[config.mk]
export PLATFORM = sky130hd
export DESIGN_NAME = print_line_collector
export DESIGN_NICKNAME = d
export VERILOG_FILES = /design/src/rtl/print_line_collector_pkg.sv /design/src/rtl/print_line_collector_line_buf_mem.sv /design/src/rtl/print_line_collector.sv
export SDC_FILE = /design/constraint.sdc
export NUM_CORES = 1
export LEC_CHECK = 0
export ABC_AREA = 0
export CORE_UTILIZATION = 50
export DETAILED_ROUTE_END_ITERATION = 10
export GPL_ROUTABILITY_DRIVEN = 0
export MAX_ROUTING_LAYER = met4
export PLACE_DENSITY = 0.66
export RECOVER_POWER = 25
export SLEW_MARGIN = 25
export SYNTH_ARGS = -nofsm -noshare
export SYNTH_HDL_FRONTEND = slang
export SYNTH_HIERARCHICAL = 1
export SYNTH_SLANG_ARGS = --single-unit
export TNS_END_PERCENT = 30
[constraint.sdc]
create_clock -name clk -period 3.1 [get_ports clk]
set_input_delay 0.62 -clock clk [delete_from_list [all_inputs] [get_ports clk]]
set_output_delay 0.62 -clock clk [all_outputs]
set_load 0.005 [all_outputs]
[src/rtl/print_line_collector_pkg.sv]
// Shared constants and types for the print line collector.
// RULE_DETECT_EN (optional define) enables rule-line detection in the top level.
package print_line_collector_pkg;

    localparam int PRINT_LINE_LEN = 76;

    localparam logic [7:0] CH_LF     = 8'h0A;
    localparam logic [7:0] CH_CR     = 8'h0D;
    localparam logic [7:0] CH_SP     = 8'h20;
    localparam logic [7:0] CH_STAR   = 8'h2A;
    localparam logic [7:0] CH_DASH   = 8'h2D;
    localparam logic [7:0] CH_LOWBAR = 8'h5F;

    typedef enum logic {
        FILL = 1'b0,
        HOLD = 1'b1
    } line_col_state_t;

    function automatic logic is_rule_char(input logic [7:0] c);
        return (c == CH_STAR) || (c == CH_DASH) || (c == CH_LOWBAR);
    endfunction

endpackage

[src/rtl/print_line_collector_line_buf_mem.sv]
// Line character storage: DEPTH x 8, one write port, registered read port.
// Out-of-range read addresses return zero; the caller masks them anyway.
module line_buf_mem #(
    parameter int DEPTH = 76,
    parameter int AW    = 7
) (
    input  logic          clk,
    input  logic          we,
    input  logic [AW-1:0] waddr,
    input  logic [7:0]    wdata,
    input  logic [AW-1:0] raddr,
    output logic [7:0]    rdata
);

    logic [7:0] mem_q [DEPTH];
    logic [7:0] rdata_q;

    always_ff @(posedge clk) begin
        if (we) begin
            mem_q[waddr] <= wdata;
        end
        if (int'(raddr) < DEPTH) begin
            rdata_q <= mem_q[raddr];
        end else begin
            rdata_q <= 8'h00;
        end
    end

    assign rdata = rdata_q;

endmodule

[src/rtl/print_line_collector.sv]
// Collects an ASCII byte stream into LF- or width-terminated lines behind a random-access read port.
// Define RULE_DETECT_EN to flag lines made entirely of one of '*', '-', '_'.
module print_line_collector
    import print_line_collector_pkg::*;
#(
    parameter int  LINE_LEN     = PRINT_LINE_LEN,
    parameter int  RULE_MIN_LEN = 8,
    localparam int LEN_W        = $clog2(LINE_LEN + 1)
) (
    input  logic             clk,
    input  logic             rst,
    input  logic             ch_valid,
    input  logic [7:0]       ch_data,
    output logic             ch_ready,
    output logic             line_valid,
    output logic [LEN_W-1:0] line_len,
    output logic             line_wrapped,
    input  logic [LEN_W-1:0] rd_addr,
    output logic [7:0]       rd_data,
    input  logic             line_ack,
    output logic             line_rule,
    output logic [7:0]       line_rule_ch
);

    line_col_state_t  state_q, state_d;
    logic [LEN_W-1:0] wr_ptr_q, wr_ptr_d;
    logic [LEN_W-1:0] len_q, len_d;
    logic             wrapped_q, wrapped_d;
    logic             ready_q, ready_d;
    logic             rd_valid_q;
    logic             rd_hit_q;
    logic             mem_we;
    logic             accept;
    logic [7:0]       mem_rdata;

    // ready_q is a registered copy of "next state is FILL", so it stays low
    // for the first cycle after reset release and the cycle after completion.
    assign accept = ch_valid && ready_q;

    always_comb begin
        state_d   = state_q;
        wr_ptr_d  = wr_ptr_q;
        len_d     = len_q;
        wrapped_d = wrapped_q;
        mem_we    = 1'b0;
        case (state_q)
            FILL: begin
                if (accept) begin
                    if (ch_data == CH_LF) begin
                        len_d     = wr_ptr_q;
                        wrapped_d = 1'b0;
                        state_d   = HOLD;
                    end else if (ch_data != CH_CR) begin
                        mem_we   = 1'b1;
                        wr_ptr_d = wr_ptr_q + 1'b1;
                        if (wr_ptr_q == LEN_W'(LINE_LEN - 1)) begin
                            len_d     = LEN_W'(LINE_LEN);
                            wrapped_d = 1'b1;
                            state_d   = HOLD;
                        end
                    end
                end
            end
            HOLD: begin
                if (line_ack) begin
                    state_d  = FILL;
                    wr_ptr_d = '0;
                end
            end
            default: state_d = FILL;
        endcase
        ready_d = (state_d == FILL);
    end

    always_ff @(posedge clk or posedge rst) begin
        if (rst) begin
            state_q    <= FILL;
            wr_ptr_q   <= '0;
            len_q      <= '0;
            wrapped_q  <= 1'b0;
            ready_q    <= 1'b0;
            rd_valid_q <= 1'b0;
            rd_hit_q   <= 1'b0;
        end else begin
            state_q    <= state_d;
            wr_ptr_q   <= wr_ptr_d;
            len_q      <= len_d;
            wrapped_q  <= wrapped_d;
            ready_q    <= ready_d;
            rd_valid_q <= 1'b1;
            rd_hit_q   <= (rd_addr < len_q);
        end
    end

    line_buf_mem #(
        .DEPTH (LINE_LEN),
        .AW    (LEN_W)
    ) u_mem (
        .clk   (clk),
        .we    (mem_we),
        .waddr (wr_ptr_q),
        .wdata (ch_data),
        .raddr (rd_addr),
        .rdata (mem_rdata)
    );

    assign ch_ready     = ready_q;
    assign line_valid   = (state_q == HOLD);
    assign line_len     = len_q;
    assign line_wrapped = wrapped_q;
    // rd_valid_q keeps rd_data at zero until the first read after reset.
    assign rd_data      = !rd_valid_q ? 8'h00 : (rd_hit_q ? mem_rdata : CH_SP);

`ifdef RULE_DETECT_EN
    logic       rule_ok_q, rule_ok_d;
    logic [7:0] first_ch_q, first_ch_d;
    logic       line_rule_q, line_rule_d;
    logic [7:0] rule_ch_q, rule_ch_d;

    always_comb begin
        rule_ok_d   = rule_ok_q;
        first_ch_d  = first_ch_q;
        line_rule_d = line_rule_q;
        rule_ch_d   = rule_ch_q;
        if (mem_we) begin
            if (wr_ptr_q == '0) begin
                rule_ok_d  = is_rule_char(ch_data);
                first_ch_d = ch_data;
            end else begin
                rule_ok_d = rule_ok_q && (ch_data == first_ch_q);
            end
        end
        if (state_q == FILL && state_d == HOLD) begin
            if (rule_ok_d && (len_d >= LEN_W'(RULE_MIN_LEN))) begin
                line_rule_d = 1'b1;
                rule_ch_d   = first_ch_d;
            end else begin
                line_rule_d = 1'b0;
                rule_ch_d   = 8'h00;
            end
        end else if (state_q == HOLD && line_ack) begin
            line_rule_d = 1'b0;
            rule_ch_d   = 8'h00;
        end
    end

    always_ff @(posedge clk or posedge rst) begin
        if (rst) begin
            rule_ok_q   <= 1'b0;
            first_ch_q  <= 8'h00;
            line_rule_q <= 1'b0;
            rule_ch_q   <= 8'h00;
        end else begin
            rule_ok_q   <= rule_ok_d;
            first_ch_q  <= first_ch_d;
            line_rule_q <= line_rule_d;
            rule_ch_q   <= rule_ch_d;
        end
    end

    assign line_rule    = line_rule_q;
    assign line_rule_ch = rule_ch_q;
`else
    assign line_rule    = 1'b0;
    assign line_rule_ch = 8'h00;
`endif

endmodule

==> results of run 1 <==
[power groups by stage]
stage	combinational, mW	sequential (mW)	clock, mW
final	1.67	9.88	7.75
after global routing	1.76	9.91	8.17
after CTS	1.68	9.87	7.87
after detailed placement	1.67	10.1	0
after global placement	1.65	10.0	0
after floorplan	0.917	9.96	0
[metrics by stage]
step           cells  instance area [um2]  worst slack, ns
3_3_place_gp    2049                27100            0.217
4_1_cts         2163                29200            0.254
2_1_floorplan   1268                25100            0.259
6_report        2164                29100            0.256
5_1_grt         2163                29100            0.210
3_5_place_dp    2049                27100            0.226
[routing by layer]
| metal | track usage | vias to the layer above | share of wire |
|---|---|---|---|
| met4 | 0.0819 | 0 | 0.029 |
| met3 | 0.0363 | 89 | 0.074 |
| li1 | - | 5554 | - |
| met5 | - | - | 0 |
| met1 | 0.350 | 6832 | 0.42 |
| met2 | 0.377 | 566 | 0.47 |
[cells by family after synthesis]
kind of cell | count (synthesis) | synth area share
compound gates | 134 | 0.0400
mux | 185 | 0.143
other cells | 2 | 0.000299
flops | 635 | 0.753
buf+inv | 80 | 0.0186
fa+ha+maj | 7 | 0.00349
simple gates | 217 | 0.0413
[synth_stat cells (14+ instances only)]
library cell | number | area [um2]
and3_1 | 14 | 87.6
nand3_1 | 18 | 90.1
mux4_2 | 139 | 3130
mux2i_1 | 46 | 460
a22oi_1 | 23 | 173
nand2_1 | 40 | 150
a22o_1 | 14 | 123
dfrtp_1 | 19 | 475
nor2_1 | 94 | 353
nor2b_1 | 17 | 106
clkbuf_1 | 26 | 97.6
o21ai_0 | 15 | 75.1
buf_4 | 16 | 120
edfxtp_1 | 608 | 18300
[final timing paths]
kind / start / to / slack, ns / cells after the start
max in group asynchronous: rst / wr_ptr_q[4]$_DFFE_PP0P_ / 2.06 / 2
worst min-delay path: line_wrapped$_DFFE_PP0P_ / line_wrapped$_DFFE_PP0P_ / 0.52 / 1
min in group asynchronous: rst / line_len[0]$_DFFE_PP0P_ / 0.57 / 2
worst max-delay path: rd_valid_q$_DFF_PP0_ / rd_data[5] / 0.26 / 2
worst min register to register: line_wrapped$_DFFE_PP0P_ / line_wrapped$_DFFE_PP0P_ / 0.52 / 1
worst max register to register: line_valid$_DFF_PP0_ / u_mem/mem_q[0][4]$_DFFE_PP_ / 0.75 / 9
[final cells by class]
cell class              count  area, um2
fillers                  3646      20100
flip-flops and latches    635      18900
multi-input cells         553       5760
clock buffers              80       1710
repair buffers            186       1510
well taps                 664        831
clock inverters            34        403
inverters                  11       41.3
diodes                      1       2.50
[flip-flops by register name, indices dropped and copies added, names as in the netlist]
signal and flops:
u_mem/rdata 8, ch_ready 1, line_valid 1, line_len 7
rd_valid_q 1, rd_hit_q 1, wr_ptr_q 7, u_mem/mem_q 608
line_wrapped 1
==> reports/qor.txt, run 1 <==
1st-iter DRT viols - 1407
Clock Skew - 0.0117 ns
hold slack - 0.519 ns
cell count after synthesis - 1260
Util after Layout - 0.592
H-Tree Depth - 2
CTS-repair resized insts - 0
Fmax - 0.352 GHz
CTS max path bufs - 3
Clock Pin Slew Worst Setup and Hold Paths - 0.06 ns
layout cells sized above 1 - 0.266
grt total ovfl - 0
Synth Cell Area - 25100 um2
worst skew pair latency - 0.62 ns
I/O pin cnt - 46
drt wl/cell - 27.5 um
Synth Flop Type - edfxtp_1
delay of the slowest cell on the worst path - 0.61 ns
CTS buffer count - 61
Initial Util - 0.509
worst relative slew slack - -0.580
Die Area - 51100 um2
P_sw - 4.39 mW
#FFs+latches synth - 635
clock root buffer master - clkbuf_16
crit path max fanout - 8
max_cap viols - 5
first-pass GRT wire length - 87.4 mm
RSZ-0062 raised after global routing - false
fin crit share - 0.917
P&R area growth vs syn - 16.2%
vias in the first global route - 13000
Chip Width - 226 um
crit path DAT - 2.22 ns
most frequent cells in the layout - edfxtp_1, mux4_2, buf_4, nor2_1, clkbuf_16
initial antenna violation count - 2
CTS tree - built
number of enable flip-flop cells after synthesis - 608
Worst Tran Pin Value - 2.37 ns
switch share - 0.228
post-DP HPWL - 38.3 mm
maximum vdd drop - 0.517 mV
worst hold-check path type - flip-flop to flip-flop
largest net degree at the start of global routing - 77
failing checks - capacitance limit, slew limit
Sequential Power Share - 0.512
CP cell instances - a21boi_0 -> clkdlybuf4s50_1
First-pass DRT Iterations - 7
leak pwr - 9.64 nW
final wirelength - 59.5 mm
via count - 13000
Slew Viols, Final - 318
Worst setup EP type - primary output
drt drc - 0
status - complete, but fails checks
CP Class - flip-flop to primary output
die height - 226 um
Core ar. - 49300 um2
Final setup viols - 0
synth warn - 6
antenna-violating nets left - 0
Post-CTS Hold Buffers - 0
port buffer count - 36
Clock Power Share - 0.401
Comb pwr share - 0.086
PwrDens - 662 nW/um2
syn_area_per_cell - 19.9 um2
total power - 19.3 mW
most common cell after layout, fill and taps aside - edfxtp_1
Async S/R FF share, synth - 0.0299
unique cell type count in the Yosys netlist - 59
slowest stage cell, crit path - clkdlybuf4s50_1
sequential area share after synthesis - 0.753
CP required - 2.48 ns
CTS sink cnt - 635
drt via density - 6.03
Worst Path Buf+Inv - 1
Top Family by Delay on Critical Path - buffers and inverters
internal power - 14.9 mW
nets@finish - 1474
min Tclk post-route - 2.84 ns
GRT Resource Usage Total - 0.249
# Post-CTS Setup Buffers - 0
setup TNS - 0 ns
final hold violation count - 0
CP Launch Type - flip-flop
Rows - 81
Power figures use the tool's default switching activity.
==> run 2: changes to the inputs <==
--- a/config.mk
+++ b/config.mk
@@ -6,6 +6,8 @@
 export NUM_CORES = 1
 export LEC_CHECK = 0
 export ABC_AREA = 0
+export CAP_MARGIN = 5
+export CORE_MARGIN = 3
 export CORE_UTILIZATION = 50
 export DETAILED_ROUTE_END_ITERATION = 10
 export GPL_ROUTABILITY_DRIVEN = 0
==> run 2 against run 1 <==
The flow still finishes with violations (capacitance limit, slew limit). Final area decreased by 0.41%. Sequential cell count unchanged. Non-clock buffer count decreased by 2. Sequential share of layout area increased by 0.27 points. Setup slack improved by 0.23 ns. Clock-buffer cell count decreased by 8. Sequential power about the same. Clock power decreased by 6.6%. First-iteration DRC count increased by 19%. Largest power group unchanged.
==> reports/qor.txt, run 2 (synthesis results as in run 1) <==
status - complete, but fails checks
failing checks - capacitance limit, slew limit
worst hold-check path type - primary input to flip-flop
I/O pin cnt - 46 (unchanged)
Worst Tran Pin Value - 1.76 ns (-0.613 ns)
antenna-violating nets left - 0 (unchanged)
vias in the first global route - 13200 (+1.4%)
design area - 29000 um2 (-0.41%)
CTS max path bufs - 3 (unchanged)
Reg with most FFs - u_mem/mem_q
worst relative slew slack - -0.171 (+0.409)
crit path DAT - 1.99 ns (-0.23 ns)
crit path max fanout - 8 (unchanged)
drt via density - 6.09 (+1.0%)
1st-iter DRT viols - 1674 (+19%)
initial antenna violation count - 5 (+3)
Worst setup EP type - primary output
largest net degree at the start of global routing - 78 (+1.3%)
CP required - 2.48 ns (about the same)
placed instance area - 27100 um2 (+0.13%)
worst skew pair latency - 0.63 ns (about the same)
Min-Delay Path Depth - 1 (unchanged)
delay of the slowest cell on the worst path - 0.57 ns (-0.04 ns)
port buffer count - 36 (unchanged)
Initial Util - 0.509 (unchanged)
most common cell after layout, fill and taps aside - edfxtp_1
Core ar. - 49300 um2 (unchanged)
CP Class - flip-flop to primary output
die height - 230 um (+1.8%)
grt total ovfl - 0 (unchanged)
RSZ-0062 raised after global routing - false
post-DP HPWL - 38.3 mm (+0.15%)
Fmax - 0.383 GHz (+8.9%)
PwrDens - 648 nW/um2 (-2.2%)
r2r setup slk - 0.61 ns (-0.14 ns)
# fillers - 3640 (-0.16%)
fin crit share - 0.842 (-0.0752)
CTS tree - built
layout cells sized above 1 - 0.263 (-0.00299)
Die Area - 52900 um2 (+3.6%)
Final setup viols - 0 (unchanged)
H-Tree Depth - 2 (unchanged)
min Tclk post-route - 2.61 ns (-0.233 ns)
setup TNS - 0 ns (unchanged)
max reg flops - 608 (unchanged)
via count - 13200 (+0.87%)
Slew Viols, Final - 336 (+5.7%)
GRT Resource Usage Total - 0.236 (-0.0125)
nets@finish - 1472 (-0.14%)
drt wl/cell - 27.6 um (+0.39%)
Clock Pin Slew Worst Setup and Hold Paths - 0.06 ns (about the same)
final wirelength - 59.6 mm (+0.25%)
worst reg2reg path depth - 9 (unchanged)
P&R area growth vs syn - 15.7%
drt drc - 0 (unchanged)
CTS sink cnt - 635 (unchanged)
CTS-repair resized insts - 0 (unchanged)
maximum vdd drop - 0.462 mV (-11%)
first-pass GRT wire length - 88.6 mm (+1.4%)
Post-CTS Hold Buffers - 0 (unchanged)
clock root buffer master - clkbuf_16
max_cap viols - 5 (unchanged)
final hold violation count - 0 (unchanged)
most frequent cells in the layout - edfxtp_1, mux4_2, buf_4, nor2_1, clkbuf_16
leak pwr - 9.57 nW (-0.69%)
slowest stage cell, crit path - clkdlybuf4s50_1
Chip Width - 230 um (+1.8%)
Rows - 81 (unchanged)
First-pass DRT Iterations - 5 (-2)
# Post-CTS Setup Buffers - 0 (unchanged)
Clock Skew - 0.0268 ns (+0.0151 ns)
CP cell instances - a21boi_0 -> clkdlybuf4s50_1
CTS buffer count - 61 (unchanged)
# diodes - 0 (-1)
CP Launch Type - flip-flop
[run 2: changes by cell type in the layout (fill, tap and decap cells not counted), sizes merged]
cell	delta
inv	+3
clkinvlp	+2
buf	-3
clkbuf	-7
clkinv	+7
diode	-1
bufinv	-4
[run 2: power breakdown]
part	switching, mW	internal (mW)
Combinational	1.06	0.600
Sequential	0.211	9.69
Clock	3.12	4.13
Total	4.38	14.4
[run 2: worst max-delay path, delay by kind of cell (launching register included)]
family	cells	cell delay, ns
AOI/OAI and AO/OA	1	0.33
DFF	1	0.46
buffers and inverters	1	0.57
[run 2: path summary, 6_finish.rpt]
path | start | endpoint
max | rd_hit_q$_DFF_PP0_ | rd_data[5]
min in group asynchronous | rst | line_valid$_DFF_PP0_
min | ch_data[0] | u_mem/mem_q[74][0]$_DFFE_PP_
max reg2reg | line_valid$_DFF_PP0_ | u_mem/mem_q[1][4]$_DFFE_PP_
max in group asynchronous | rst | wr_ptr_q[2]$_DFFE_PP0P_
min reg2reg | line_wrapped$_DFFE_PP0P_ | line_wrapped$_DFFE_PP0P_
[run 2: through the flow]
stage                     worst slack (ns)  utilization  hold slack (ns)  cells  power (mW)
after floorplan                      0.259            -            0.487   1268        10.9
after global placement               0.168        0.550            0.505   2047        11.7
after global routing                 0.333        0.589            0.472   2161        19.4
final                                0.489        0.589            0.476   2161        18.8
after detailed placement             0.140        0.550            0.491   2047        11.7
after CTS                            0.435        0.590            0.313   2161        18.9
[run 2: routing by layer]
| layer | global-route usage | vias up | wire length [um] |
|---|---|---|---|
| met1 | 0.337 | 6852 | 24600 |
| li1 | - | 5549 | - |
| met2 | 0.351 | 638 | 27800 |
| met5 | - | - | 0 |
| met4 | 0.0637 | 0 | 1680 |
| met3 | 0.0512 | 116 | 5500 |
[run 2: final cells by class]
type,instances,area [um2],share of cell area
clock inverter,42,349,0.0120
multi-input combinational,553,5760,0.198
inverter,11,41.3,0.00142
clock buffer,72,1610,0.0555
sequential,635,18900,0.651
tap,664,831,0.0286
timing repair buffer,184,1540,0.0532
